**config.mk**
```make
export PLATFORM = sky130hd
export DESIGN_NAME = teatris_unidade_controle_flat
export DESIGN_NICKNAME = d
export VERILOG_FILES = /design/src/rtl/teatris_pkg.sv /design/src/rtl/teatris_unidade_controle_if.sv /design/src/rtl/teatris_unidade_controle.sv /design/src/flat_wrapper.sv
export SDC_FILE = /design/constraint.sdc
export NUM_CORES = 1
export LEC_CHECK = 0
export BUFFER_PORTS_ARGS = -buffer_cell sky130_fd_sc_hd__buf_2
export CORE_MARGIN = 5
export CORE_UTILIZATION = 45
export CTS_BUF_LIST = sky130_fd_sc_hd__clkbuf_4
export CTS_CLUSTER_SIZE = 12
export DETAILED_ROUTE_END_ITERATION = 10
export PLACE_DENSITY = 0.85
export SYNTH_ARGS = -nofsm -noshare
export SYNTH_HDL_FRONTEND = slang
export SYNTH_SLANG_ARGS = --single-unit
```
**constraint.sdc**
```tcl
create_clock -name clock -period 1.7 [get_ports clock]
set_clock_uncertainty 0.2 [all_clocks]
set_input_delay 0.255 -clock clock [delete_from_list [all_inputs] [get_ports clock]]
set_output_delay 0.255 -clock clock [all_outputs]
set_load 0.02 [all_outputs]
```
**src/rtl/teatris_pkg.sv**
```systemverilog
// ---------------------------------------------------------------------------
// teatris_pkg
// Definitions shared by the TEAtris control unit, its datapath and the top
// level: state register width, state codes (these are also the codes
// reported on db_estado) and the default wrong-play limit.
// No ports (package).
// ---------------------------------------------------------------------------
package teatris_pkg;

    localparam int STATE_W = 4;

    localparam logic [STATE_W-1:0] INICIAL     = 4'h0;
    localparam logic [STATE_W-1:0] PREPARA     = 4'h1;
    localparam logic [STATE_W-1:0] CARREGA     = 4'h2;
    localparam logic [STATE_W-1:0] ESPERA      = 4'h3;
    localparam logic [STATE_W-1:0] REGISTRA    = 4'h4;
    localparam logic [STATE_W-1:0] COMPARA     = 4'h5;
    localparam logic [STATE_W-1:0] AVALIA      = 4'h6;
    localparam logic [STATE_W-1:0] PROXIMO     = 4'h7;
    localparam logic [STATE_W-1:0] FIM_GANHOU  = 4'h8;
    localparam logic [STATE_W-1:0] FIM_PERDEU  = 4'h9;
    localparam logic [STATE_W-1:0] FIM_TIMEOUT = 4'hA;

    localparam int MAX_ERROS_DEFAULT = 1;

    // True for the three game-over states, where iniciar restarts the game.
    function automatic logic is_fim(input logic [STATE_W-1:0] st);
        return (st == FIM_GANHOU) || (st == FIM_PERDEU) || (st == FIM_TIMEOUT);
    endfunction

endpackage

```
**src/rtl/teatris_unidade_controle_if.sv**
```systemverilog
// ---------------------------------------------------------------------------
// teatris_unidade_controle_if
// Bundle between the TEAtris control unit and its surroundings (user start
// request, datapath status in, datapath control out, game result, debug).
//   slave  : the control unit (consumes status, drives control/result)
//   master : the datapath / top level (drives status, consumes control)
// Signals:
//   iniciar, tem_jogada, jogada_ok, fim_sequencia, timeout   -> control unit
//   zera_contador, conta_contador, enable_memoria, registra_jogada,
//   compara_jogada, timer_restart, pronto, ganhou, perdeu,
//   db_estado[3:0]                                            <- control unit
// ---------------------------------------------------------------------------
interface teatris_unidade_controle_if;

    logic iniciar;
    logic tem_jogada;
    logic jogada_ok;
    logic fim_sequencia;
    logic timeout;

    logic zera_contador;
    logic conta_contador;
    logic enable_memoria;
    logic registra_jogada;
    logic compara_jogada;
    logic timer_restart;
    logic pronto;
    logic ganhou;
    logic perdeu;
    logic [teatris_pkg::STATE_W-1:0] db_estado;

    modport slave (
        input  iniciar, tem_jogada, jogada_ok, fim_sequencia, timeout,
        output zera_contador, conta_contador, enable_memoria, registra_jogada,
               compara_jogada, timer_restart, pronto, ganhou, perdeu, db_estado
    );

    modport master (
        output iniciar, tem_jogada, jogada_ok, fim_sequencia, timeout,
        input  zera_contador, conta_contador, enable_memoria, registra_jogada,
               compara_jogada, timer_restart, pronto, ganhou, perdeu, db_estado
    );

endinterface

```
**src/rtl/teatris_unidade_controle.sv**
```systemverilog
// ---------------------------------------------------------------------------
// teatris_unidade_controle
// Moore control FSM for the TEAtris game. Sequences each round (load piece,
// wait for a play, register, compare, then advance / retry / end) and keeps
// a saturating wrong-play counter.
// Ports:
//   clock : system clock (50 MHz)
//   reset : asynchronous, active-low
//   uc    : teatris_unidade_controle_if.slave (datapath status in, control
//           pulses, game result and db_estado out)
// Parameters:
//   MAX_ERROS : wrong plays allowed before loss (1..15)
//   ERR_W     : width of the wrong-play counter
// Build option:
//   TEATRIS_TIMEOUT_EN : when defined, the play timer's timeout ends the game
//                        from ESPERA (FIM_TIMEOUT); when undefined, timeout
//                        is ignored.
// ---------------------------------------------------------------------------
module teatris_unidade_controle
    import teatris_pkg::*;
#(
    parameter int MAX_ERROS = MAX_ERROS_DEFAULT,
    parameter int ERR_W     = 4
) (
    input  logic                        clock,
    input  logic                        reset,
    teatris_unidade_controle_if.slave   uc
);

    localparam logic [ERR_W-1:0] LIMITE = ERR_W'(MAX_ERROS);

    logic [STATE_W-1:0] estado;
    logic [STATE_W-1:0] proximo;
    logic [ERR_W-1:0]   erros;
    logic [ERR_W-1:0]   erros_inc;

    // Increment that sticks at all-ones instead of wrapping.
    function automatic logic [ERR_W-1:0] sat_inc(input logic [ERR_W-1:0] v);
        return (&v) ? v : v + 1'b1;
    endfunction

    assign erros_inc = sat_inc(erros);

`ifdef TEATRIS_TIMEOUT_EN
    logic fim_tempo;
    assign fim_tempo = uc.timeout;
`else
    logic fim_tempo;
    logic unused_timeout;
    assign fim_tempo      = 1'b0;
    assign unused_timeout = uc.timeout;
`endif

    always_comb begin
        proximo = INICIAL;
        case (estado)
            INICIAL:  proximo = uc.iniciar ? PREPARA : INICIAL;
            PREPARA:  proximo = CARREGA;
            CARREGA:  proximo = ESPERA;
            // timeout takes priority over a play arriving in the same cycle
            ESPERA: begin
                if (fim_tempo)            proximo = FIM_TIMEOUT;
                else if (uc.tem_jogada)   proximo = REGISTRA;
                else                      proximo = ESPERA;
            end
            REGISTRA: proximo = COMPARA;
            COMPARA:  proximo = AVALIA;
            AVALIA: begin
                if (uc.jogada_ok)
                    proximo = uc.fim_sequencia ? FIM_GANHOU : PROXIMO;
                else
                    // decision uses the count including this wrong play
                    proximo = (erros_inc >= LIMITE) ? FIM_PERDEU : CARREGA;
            end
            PROXIMO:  proximo = CARREGA;
            FIM_GANHOU, FIM_PERDEU, FIM_TIMEOUT:
                proximo = uc.iniciar ? PREPARA : estado;
            default:  proximo = INICIAL;
        endcase
    end

    always_ff @(posedge clock or negedge reset) begin
        if (!reset) begin
            estado <= INICIAL;
        end else begin
            estado <= proximo;
        end
    end

    always_ff @(posedge clock or negedge reset) begin
        if (!reset) begin
            erros <= '0;
        end else if (estado == PREPARA) begin
            erros <= '0;
        end else if ((estado == AVALIA) && !uc.jogada_ok) begin
            erros <= erros_inc;
        end
    end

    // Outputs decode from the state register only.
    always_comb begin
        uc.zera_contador   = 1'b0;
        uc.conta_contador  = 1'b0;
        uc.enable_memoria  = 1'b0;
        uc.registra_jogada = 1'b0;
        uc.compara_jogada  = 1'b0;
        uc.timer_restart   = 1'b0;
        uc.pronto          = 1'b0;
        uc.ganhou          = 1'b0;
        uc.perdeu          = 1'b0;
        case (estado)
            PREPARA: begin
                uc.zera_contador = 1'b1;
                uc.timer_restart = 1'b1;
            end
            CARREGA: begin
                uc.enable_memoria = 1'b1;
                uc.timer_restart  = 1'b1;
            end
            REGISTRA: uc.registra_jogada = 1'b1;
            COMPARA:  uc.compara_jogada  = 1'b1;
            PROXIMO:  uc.conta_contador  = 1'b1;
            FIM_GANHOU: begin
                uc.pronto = 1'b1;
                uc.ganhou = 1'b1;
            end
            FIM_PERDEU, FIM_TIMEOUT: begin
                uc.pronto = 1'b1;
                uc.perdeu = 1'b1;
            end
            default: ;
        endcase
    end

    assign uc.db_estado = estado;

endmodule

```
**src/flat_wrapper.sv**
```systemverilog
// flat-port wrapper written by rule: the top's interface ports become plain ports
module teatris_unidade_controle_flat import teatris_pkg::*;
#(
    parameter int MAX_ERROS = MAX_ERROS_DEFAULT,
    parameter int ERR_W     = 4
)
  (clock, reset, uc_iniciar, uc_tem_jogada, uc_jogada_ok, uc_fim_sequencia, uc_timeout, uc_zera_contador, uc_conta_contador, uc_enable_memoria, uc_registra_jogada, uc_compara_jogada, uc_timer_restart, uc_pronto, uc_ganhou, uc_perdeu, uc_db_estado);
  teatris_unidade_controle_if uc_i ();
  input  logic clock;
  input  logic reset;
  input wire logic [$bits(uc_i.iniciar)-1:0] uc_iniciar;
  input wire logic [$bits(uc_i.tem_jogada)-1:0] uc_tem_jogada;
  input wire logic [$bits(uc_i.jogada_ok)-1:0] uc_jogada_ok;
  input wire logic [$bits(uc_i.fim_sequencia)-1:0] uc_fim_sequencia;
  input wire logic [$bits(uc_i.timeout)-1:0] uc_timeout;
  output wire logic [$bits(uc_i.zera_contador)-1:0] uc_zera_contador;
  output wire logic [$bits(uc_i.conta_contador)-1:0] uc_conta_contador;
  output wire logic [$bits(uc_i.enable_memoria)-1:0] uc_enable_memoria;
  output wire logic [$bits(uc_i.registra_jogada)-1:0] uc_registra_jogada;
  output wire logic [$bits(uc_i.compara_jogada)-1:0] uc_compara_jogada;
  output wire logic [$bits(uc_i.timer_restart)-1:0] uc_timer_restart;
  output wire logic [$bits(uc_i.pronto)-1:0] uc_pronto;
  output wire logic [$bits(uc_i.ganhou)-1:0] uc_ganhou;
  output wire logic [$bits(uc_i.perdeu)-1:0] uc_perdeu;
  output wire logic [$bits(uc_i.db_estado)-1:0] uc_db_estado;
  assign uc_i.iniciar = uc_iniciar;
  assign uc_i.tem_jogada = uc_tem_jogada;
  assign uc_i.jogada_ok = uc_jogada_ok;
  assign uc_i.fim_sequencia = uc_fim_sequencia;
  assign uc_i.timeout = uc_timeout;
  assign uc_zera_contador = uc_i.zera_contador;
  assign uc_conta_contador = uc_i.conta_contador;
  assign uc_enable_memoria = uc_i.enable_memoria;
  assign uc_registra_jogada = uc_i.registra_jogada;
  assign uc_compara_jogada = uc_i.compara_jogada;
  assign uc_timer_restart = uc_i.timer_restart;
  assign uc_pronto = uc_i.pronto;
  assign uc_ganhou = uc_i.ganhou;
  assign uc_perdeu = uc_i.perdeu;
  assign uc_db_estado = uc_i.db_estado;
  teatris_unidade_controle #(.MAX_ERROS(MAX_ERROS), .ERR_W(ERR_W)) u_core (.clock(clock), .reset(reset), .uc(uc_i));
endmodule
```
==> results of run 1 <==
## Yosys cell counts, drive strengths merged, types with 2 or more instances
cell	n	area [µm²]
a21oi	4	20.02
clkbuf	2	7.510
dfrtp	8	200.2
ha	2	25.02
inv	4	15.01
mux2i	2	20.02
nand2	6	22.52
nand2b	7	43.79
nand3	2	10.01
nand3b	2	15.01
nor2	9	33.78
nor3	3	15.01
o211ai	2	15.01
## cells by family after synthesis
group,after synthesis,share of synthesized area [%]
buf+inv,7,4.710
xor+xnor,1,1.499
flops,8,34.26
simple gates,35,32.55
mux,2,3.426
compound gates,15,19.27
fa+ha+maj,2,4.282
## stage by stage
| stage | area (µm²) | utilization (%) | setup slack, ns | hold slack (ns) |
|---|---|---|---|---|
| 3_3_place_gp | 842.1 | 66.37 | -0.04938 | -0.09358 |
| 2_1_floorplan | 630.6 | - | -0.02411 | -0.2406 |
| 4_1_cts | 1060 | 83.53 | -0.1195 | 0.09610 |
| 3_5_place_dp | 842.1 | 66.37 | -0.08487 | -0.09088 |
## what timing repair did
| action | CTS |
|---|---|
| setup endpoints to repair | 12 |
| cloned | 0 |
| setup buffers | 7 |
| resized for setup | 26 |
| hold buffers | 2 |
| endpoints found under the hold margin | 9 |
| pin swaps | 7 |
==> out/summary.md, run 1 <==
* antenna violations before repair: 0
* share of synthesized area occupied by flip-flops and latches: 34.26%
* GPL Wtd Cong: 0.9077
* cells after synthesis: 70
* count of flip-flops with a built-in enable after synthesis: 0
* number of nets produced by synthesis: 79
* number of I/O port buffers: 18
* primary flip-flop cell chosen by synthesis mapping: sky130_fd_sc_hd__dfrtp_1
* Longest Clk Path Bufs: 2
* Initial Util: 46.06%
* last worst endpoint in the global-route repair_timing: uc_timer_restart
* row cnt: 13
* worst endpoint kind after the last repair: output port
* clock sinks: 8
* number of cells in the design after placement: 115
* pin count of the biggest net entering global routing: 11
* die outline width: 46.04 µm
* synthesized area per cell: 8.347 µm²
* DIE HEIGHT: 46.04 µm
* number of ports placed on the die boundary: 20
* Stopped at: 5_1_grt
* HPWL after detailed placement: 1181 µm
* CTS Buf Count: 3
* CTS root buf: sky130_fd_sc_hd__clkbuf_4
* run status: aborted with a tool error
* post-synthesis sequential element count: 8
* cell area after synthesis: 584.3 µm²
* number of distinct standard cells referenced by the synthesized netlist: 31
* fraction of synthesis flops using an asynchronous set or reset pin: 100.0%
* Error: [ERROR DPL-0033] detailed placement checks failed during check placement.
* Clock H-tree levels: 1
* warnings from Yosys: 0
==> run 2, diff against run 1 <==
- CORE_AREA: default -> 5 5 66 68
- CORE_MARGIN: 5 -> default
- CORE_UTILIZATION: 45 -> default
- CTS_BUF_LIST: sky130_fd_sc_hd__clkbuf_4 -> default
- CTS_CLUSTER_SIZE: 12 -> default
- DIE_AREA: default -> 0 0 71 73
- PLACE_DENSITY: 0.85 -> default
- PLACE_DENSITY_LB_ADDON: default -> 0.15
- clock period: 1.7 -> 2.2 ns (I/O delays scaled with it)
==> run 2 against run 1 <==
The flow now finishes without violations. Synthesized cell count unchanged. Synthesized area unchanged.
==> out/summary.md, run 2 <==
* unrepaired setup endpoints after global routing: false
* die outline width: 71 µm, +54%
* switching power share of the total: 46.17%
* combinational share of power: 55.3%
* worst slew pin tran: 0.3737 ns
* post-CTS clock slew at the launch and capture registers of the worst setup and hold paths: 0.04 ns
* Multi-input gate area: 367.9 µm²
* filler cell count in the final layout: 437
* sequential cell fraction of total power: 27.6%
* sequential cell area: 200.2 µm²
* share of synthesized area occupied by flip-flops and latches: 34.26%, unchanged
* final setup fails: 0
* Max Cap Violations: 0
* synthesized area per cell: 8.347 µm², unchanged
* post-route clock period utilization: 90.82%
* IR Drop Worst-Case VDD: 0.3660 mV
* post-cts hold buffer count: 1, -1
* total core area: 3799 µm²
* part of the power in the clock network: 17.0%
* top library cells by usage in the layout, fill and taps aside: sky130_fd_sc_hd__buf_2, sky130_fd_sc_hd__nor2_1, sky130_fd_sc_hd__dfrtp_1, sky130_fd_sc_hd__nand2b_1, sky130_fd_sc_hd__nand2_1
* count leader, synth: sky130_fd_sc_hd__nor2_1
* antenna violation net count after detailed routing: 0
* row cnt: 23, +10
* die outline area: 5183 µm²
* worst hold path class: in -> reg
* DRC violations left: 0
* warnings from Yosys: 0, unchanged
* CTS Buf Count: 3, unchanged
* power spent charging and discharging nets: 479.3 µW
* max incr delay on CP: 0.50 ns
* worst-path fanout max: 12
* top cell types by occurrence after synthesis: sky130_fd_sc_hd__nor2_1, sky130_fd_sc_hd__dfrtp_1, sky130_fd_sc_hd__nand2b_1
* fraction of synthesis flops using an asynchronous set or reset pin: 100.0%, unchanged
* primary flip-flop cell chosen by synthesis mapping: sky130_fd_sc_hd__dfrtp_1
* First-pass DRT Iterations: 4
* critical path arrival: 1.47 ns
* run status: finished, final reports clean
* grt total ovfl: 0
* number of ports placed on the die boundary: 20, unchanged
* number of nets produced by synthesis: 79, unchanged
* CTS root buf: sky130_fd_sc_hd__clkbuf_8
* cells after synthesis: 70, unchanged
* HPWL after detailed placement: 1267 µm, +7.3%
* nature of the critical path endpoint: output port
* Initial Util: 15.38%, -31 points
* Setup Total Neg Slack: 0 ns
* slowest stage cell on the critical path: sky130_fd_sc_hd__dfrtp_1
* crit path launch type: flip-flop
* fraction of final layout cells with drive strength greater than 1: 33.70%
* vias per cell: 4.120
* Critical Setup Path Class: reg -> out
* Longest Clk Path Bufs: 2, unchanged
* GPL Wtd Cong: 0.7359, -19%
* endpoint required time on the critical path: 1.67 ns
* placed instance area: 758.2 µm², -10%
* Cell Chain, Critical Path: nand2b_1 > nor3_1 > buf_2
* Clock H-tree levels: 1, unchanged
* count of inserted antenna diode cells: 0
* clock latency reported for the late side of the worst-skew pair: 0.22 ns
* area share of the largest cell type after synthesis: 34.26%, unchanged
* cell area after synthesis: 584.3 µm², unchanged
* Layout Area Growth over Synthesis: 38.54%
* global-route wire length before repair: 2684 µm
* Area contributors post-synth: sky130_fd_sc_hd__dfrtp_1, sky130_fd_sc_hd__nand2b_1, sky130_fd_sc_hd__nor2_1, sky130_fd_sc_hd__ha_1, sky130_fd_sc_hd__nand2_1
* final hold violation count: 0
* commonest non-fill, non-tap cell in the layout: sky130_fd_sc_hd__buf_2
* least setup slack across all paths after layout: 0.2020 ns
* PostCTS Resize Cnt: 0, -100%
* post-route cell area: 809.5 µm²
* via count: 585
* number of I/O port buffers: 18, unchanged
* clock sinks: 8, unchanged
* post-synthesis sequential element count: 8, unchanged
* number of post-CTS setup repair buffers: 0, -7
* CTS tree: done
* average wire per standard cell: 11.37 µm
* total leakage power: 0.3665 nW
* number of DRC markers in iteration 0: 45
* time the worst path needs with I/O delays and setup: 1.998 ns
* via count of the first global-routing pass: 573
* Power Internal: 558.8 µW
* nets: 103
* cell area power density: 1282 nW/µm²
* post-synthesis cell type with the largest combined area: sky130_fd_sc_hd__dfrtp_1
* Slew Limit Fails: 0
* WHS: 0.1177 ns
* DIE HEIGHT: 73 µm, +59%
* Total GRT Usage: 6.467%
* Max Clk Rate: 500.5 MHz
* total wire length: 1614 µm
* Relative slew margins: 75.09%
* antenna violations before repair: 0
* count of flip-flops with a built-in enable after synthesis: 0, unchanged
* number of distinct standard cells referenced by the synthesized netlist: 31, unchanged
* pre-CTS worst setup slack: 0.3481 ns, +0.4330 ns
* pin count of the biggest net entering global routing: 13
run 2: cell counts after synthesis:
Identical to the previous run, type by type.
run 2: path summary, 6_finish.rpt:
kind	cells after the start	slack [ns]	startpoint	end
worst min register to register	2	0.39	u_core.erros[1]$_DFFE_PN0P_	u_core.erros[1]$_DFFE_PN0P_
worst max-delay path	3	0.20	u_core.uc.db_estado[3]$_DFFE_PN0P_	uc_registra_jogada
max in group asynchronous	2	1.34	reset	u_core.uc.db_estado[0]$_DFFE_PN0P_
min in group asynchronous	2	0.28	reset	u_core.erros[2]$_DFFE_PN0P_
worst min-delay path	2	0.12	uc_iniciar	u_core.uc.db_estado[3]$_DFFE_PN0P_
worst max register to register	5	0.39	u_core.erros[0]$_DFFE_PN0P_	u_core.uc.db_estado[0]$_DFFE_PN0P_
run 2: layout make-up:
class | instances | area share, %
tap | 50 | 7.728
sequential | 8 | 24.73
inverter | 4 | 1.855
timing repair buffer | 22 | 15.15
clock buffer | 3 | 5.100
multi-input combinational | 55 | 45.44
run 2: power by group through the flow:
stage	sequential, mW	combinational [mW]	clock (mW)
after floorplan	0.289	0.383	0
after global placement	0.291	0.581	0
after detailed placement	0.289	0.578	0
after CTS	0.287	0.584	0.184
after global routing	0.297	0.640	0.195
final	0.287	0.574	0.177
run 2: worst max-delay path: cells and delay by family (launching register included):
family | cells | cell delay, ns
simple gates | 2 | 0.51
flops | 1 | 0.50
buf+inv | 1 | 0.23
run 2: logic make-up after synthesis:
group | synth area share (%)
AO/OA/AOI/OAI | 19.27
adder cells (fa/ha/maj) | 4.282
AND/OR/NAND/NOR | 32.55
buffers and inverters | 4.710
multiplexers | 3.426
flip-flops | 34.26
XOR/XNOR | 1.499
run 2: routing by layer:
metal	part of all wire, %	GRT usage [%]	up-vias
met1	50	8.638	272
li1	-	-	295
met2	40	9.269	18
met3	10	2.617	0
met4	0	2.505	0
met5	0	0	-
run 2: stage by stage:
step	power [mW]	std cells	util [%]
final	1.038	142	21.31
after global routing	1.131	142	21.31
after CTS	1.055	142	21.31
after detailed placement	0.8671	138	19.96
after global placement	0.8726	138	19.96
after floorplan	0.6718	70	-
(Power assumes the default switching activity.)
==> run 3, diff against run 2 <==
- ABC_AREA: default -> 1
- GPL_TIMING_DRIVEN: default -> 0
- clock period: 2.2 -> 2.1 ns (I/O delays scaled with it)
==> run 3 against run 2 <==
Design area increased by 1.2%. Synthesized area increased by 5.4%. Core utilization is 0.26 points higher. Routed wire length grew 2.7%. Largest power group unchanged. First-iteration DRC count fell by 78%.
==> out/summary.md, run 3 <==
* run status: finished, final reports clean
* nature of the critical path endpoint: output port
* worst slew pin tran: 0.2770 ns, -0.09669 ns
* total leakage power: 0.4464 nW, +22%
* adder-cell area share of the yosys netlist: 4.065%, -0.22 points
* total core area: 3799 µm², unchanged
* xor and xnor fraction of the mapped netlist area: 0%, -1.5 points
* Relative slew margins: 81.54%, +6.4 points
* time the worst path needs with I/O delays and setup: 1.879 ns
* fraction of synthesis flops using an asynchronous set or reset pin: 100.0%, unchanged
* share of synthesized area occupied by flip-flops and latches: 32.52%, -1.7 points
* Cell Chain, Critical Path: nor2_1 > clkinv_1 > nor3_1 > buf_2
* final setup fails: 0, unchanged
* Initial Util: 16.21%, +0.82 points
* least setup slack across all paths after layout: 0.2206 ns, +0.01862 ns
* number of post-CTS setup repair buffers: 0, unchanged
* Total GRT Usage: 6.925%, +0.46 points
* final hold violation count: 0, unchanged
* synthesized area per cell: 6.346 µm², -24%
* Layout Area Growth over Synthesis: 33.13%
* HPWL after detailed placement: 1397 µm, +10%
* DIE HEIGHT: 73 µm, unchanged
* antenna violation net count after detailed routing: 0, unchanged
* Critical Setup Path Class: reg -> out
* crit path launch type: flip-flop
* die outline area: 5183 µm², unchanged
* number of nets produced by synthesis: 106, +34%
* Area contributors post-synth: sky130_fd_sc_hd__dfrtp_1, sky130_fd_sc_hd__nand2_1, sky130_fd_sc_hd__inv_1, sky130_fd_sc_hd__nor2_1, sky130_fd_sc_hd__nand3_1
* cell area after synthesis: 615.6 µm², +5.4%
* CTS root buf: sky130_fd_sc_hd__clkbuf_8
* commonest non-fill, non-tap cell in the layout: sky130_fd_sc_hd__nand2_1
* pin count of the biggest net entering global routing: 9, -4
* count of flip-flops with a built-in enable after synthesis: 0, unchanged
* endpoint required time on the critical path: 1.58 ns, -0.09 ns
* Synth Area in Compound Gates: 10.37%, -8.9 points
* antenna violations before repair: 0, unchanged
* global-route wire length before repair: 2911 µm, +8.5%
* max incr delay on CP: 0.47 ns, -0.03 ns
* pre-CTS worst setup slack: 0.4375 ns, +0.08934 ns
* DRC violations left: 0, unchanged
* unrepaired setup endpoints after global routing: false
* area share of the largest cell type after synthesis: 32.52%, -1.7 points
* via count of the first global-routing pass: 655, +14%
* total wire length: 1657 µm, +2.7%
* WHS: 0.1526 ns, +0.03487 ns
* post-synthesis sequential element count: 8, unchanged
* Max Clk Rate: 532.1 MHz
* cell family with most CP delay: flip-flops
* primary flip-flop cell chosen by synthesis mapping: sky130_fd_sc_hd__dfrtp_1
* Longest Clk Path Bufs: 2, unchanged
* clock latency reported for the late side of the worst-skew pair: 0.23 ns, about the same
* cells after synthesis: 97, +39%
* post-route cell area: 819.5 µm², +1.2%
* average wire per standard cell: 9.805 µm, -14%
* grt total ovfl: 0, unchanged
* slowest stage cell on the critical path: sky130_fd_sc_hd__dfrtp_1
* count leader, synth: sky130_fd_sc_hd__nand2_1
* placed instance area: 768.2 µm², +1.3%
* post-route clock period utilization: 89.49%
* clock sinks: 8, unchanged
* post-CTS clock slew at the launch and capture registers of the worst setup and hold paths: 0.05 ns, about the same
* worst hold path class: in -> reg
* warnings from Yosys: 0, unchanged
* nets: 130, +26%
* Setup Total Neg Slack: 0 ns, unchanged
* count of inserted antenna diode cells: 0, unchanged
* number of I/O port buffers: 18, unchanged
* CP bufs+invs: 2, +1
* critical path arrival: 1.36 ns, -0.11 ns
* top cell types by occurrence after synthesis: sky130_fd_sc_hd__nand2_1, sky130_fd_sc_hd__inv_1, sky130_fd_sc_hd__nor2_1
* number of DRC markers in iteration 0: 10, -78%
* CTS tree: done
* post-synthesis cell type with the largest combined area: sky130_fd_sc_hd__dfrtp_1
* Clock H-tree levels: 1, unchanged
* CTS Buf Count: 3, unchanged
* area fraction in and, or, nand and nor cells after synthesis: 40.85%, +8.3 points
* number of distinct standard cells referenced by the synthesized netlist: 17, -45%
* via count: 652, +11%
* number of ports placed on the die boundary: 20, unchanged
* GPL Wtd Cong: 0.7334, -0.34%
* top library cells by usage in the layout, fill and taps aside: sky130_fd_sc_hd__nand2_1, sky130_fd_sc_hd__buf_2, sky130_fd_sc_hd__inv_1, sky130_fd_sc_hd__nor2_1
* fraction of final layout cells with drive strength greater than 1: 27.73%, -6.0 points
* First-pass DRT Iterations: 4, unchanged
* IR Drop Worst-Case VDD: 0.3078 mV, -16%
* die outline width: 71 µm, unchanged
* row cnt: 23, unchanged
* Slew Limit Fails: 0, unchanged
* Max Cap Violations: 0, unchanged
* worst-path fanout max: 8, -4
* dominant combinational cell family by area after synthesis: simple AND/OR/NAND/NOR gates
* fraction of synthesized area in multiplexers: 0%, -3.4 points
* cell area power density: 1215 nW/µm², -5.3%
* vias per cell: 3.858, -6.4%
run 3: worst reg2reg max path, stage by stage, from the launching register on:
cell and delay [ns]:
sky130_fd_sc_hd__dfrtp_1 0.41, sky130_fd_sc_hd__ha_1 0.26, sky130_fd_sc_hd__nand3_2 0.13, sky130_fd_sc_hd__nand3_1 0.11, sky130_fd_sc_hd__nor2_1 0.13, sky130_fd_sc_hd__nand3_2 0.10
sky130_fd_sc_hd__nand2_1 0.08, sky130_fd_sc_hd__nand2_1 0.05, sky130_fd_sc_hd__nand2_1 0.05, sky130_fd_sc_hd__nand2_1 0.04
run 3: where the power goes:
group          internal (mW)  switching [mW]
logic                  0.177           0.363
clock network          0.125          0.0644
registers              0.196          0.0701
total                  0.498           0.498
run 3: final timing paths:
kind                       slack [ns]                               start                                 end  depth (start not counted)
hold reg to reg                  0.39         u_core.erros[3]$_DFFE_PN0P_         u_core.erros[3]$_DFFE_PN0P_                          2
max in group asynchronous        1.23                               reset         u_core.erros[3]$_DFFE_PN0P_                          2
setup reg to reg                 0.44         u_core.erros[0]$_DFFE_PN0P_  u_core.uc.db_estado[0]$_DFFE_PN0P_                          9
setup / recovery                 0.22  u_core.uc.db_estado[1]$_DFFE_PN0P_                           uc_ganhou                          4
hold / removal                   0.15                       uc_tem_jogada  u_core.uc.db_estado[2]$_DFFE_PN0P_                          3
min in group asynchronous        0.28                               reset  u_core.uc.db_estado[1]$_DFFE_PN0P_                          2
run 3: cell type report:
cell class,count,area (µm²)
Fill cell,457,2979
Multi-Input combinational cell,69,340.3
Sequential cell,8,200.2
Timing Repair Buffer,19,100.1
Inverter,20,75.07
Tap cell,50,62.56
Clock buffer,3,41.29
run 3: what timing repair did:
item | 4_1_cts | 5_1_grt
gates resized for setup | 0 | 0
endpoints found under the setup margin | 0 | 0
hold buffers | 1 | 0
hold endpoints to repair | 8 | 0
run 3: kinds of logic after synthesis:
kind of cell | Yosys count
adder cells (fa/ha/maj) | 2
AO/OA/AOI/OAI | 11
buffers and inverters | 20
AND/OR/NAND/NOR | 56
flip-flops | 8
run 3: metal layers:
layer	GRT usage, %	up-vias	part of all wire (%)
li1	-	352	-
met1	9.046	294	53
met2	12.05	6	45
met3	1.240	0	1.9
met4	1.253	0	0
met5	0	-	0
run 3: through the flow:
stage                     util [%]  instances  total power, mW
after floorplan                  -         97           0.6447
after global placement       20.22        165           0.8177
after detailed placement     20.22        165           0.8112
after CTS                    21.57        169            1.005
after global routing         21.57        169            1.091
final                        21.57        169           0.9954
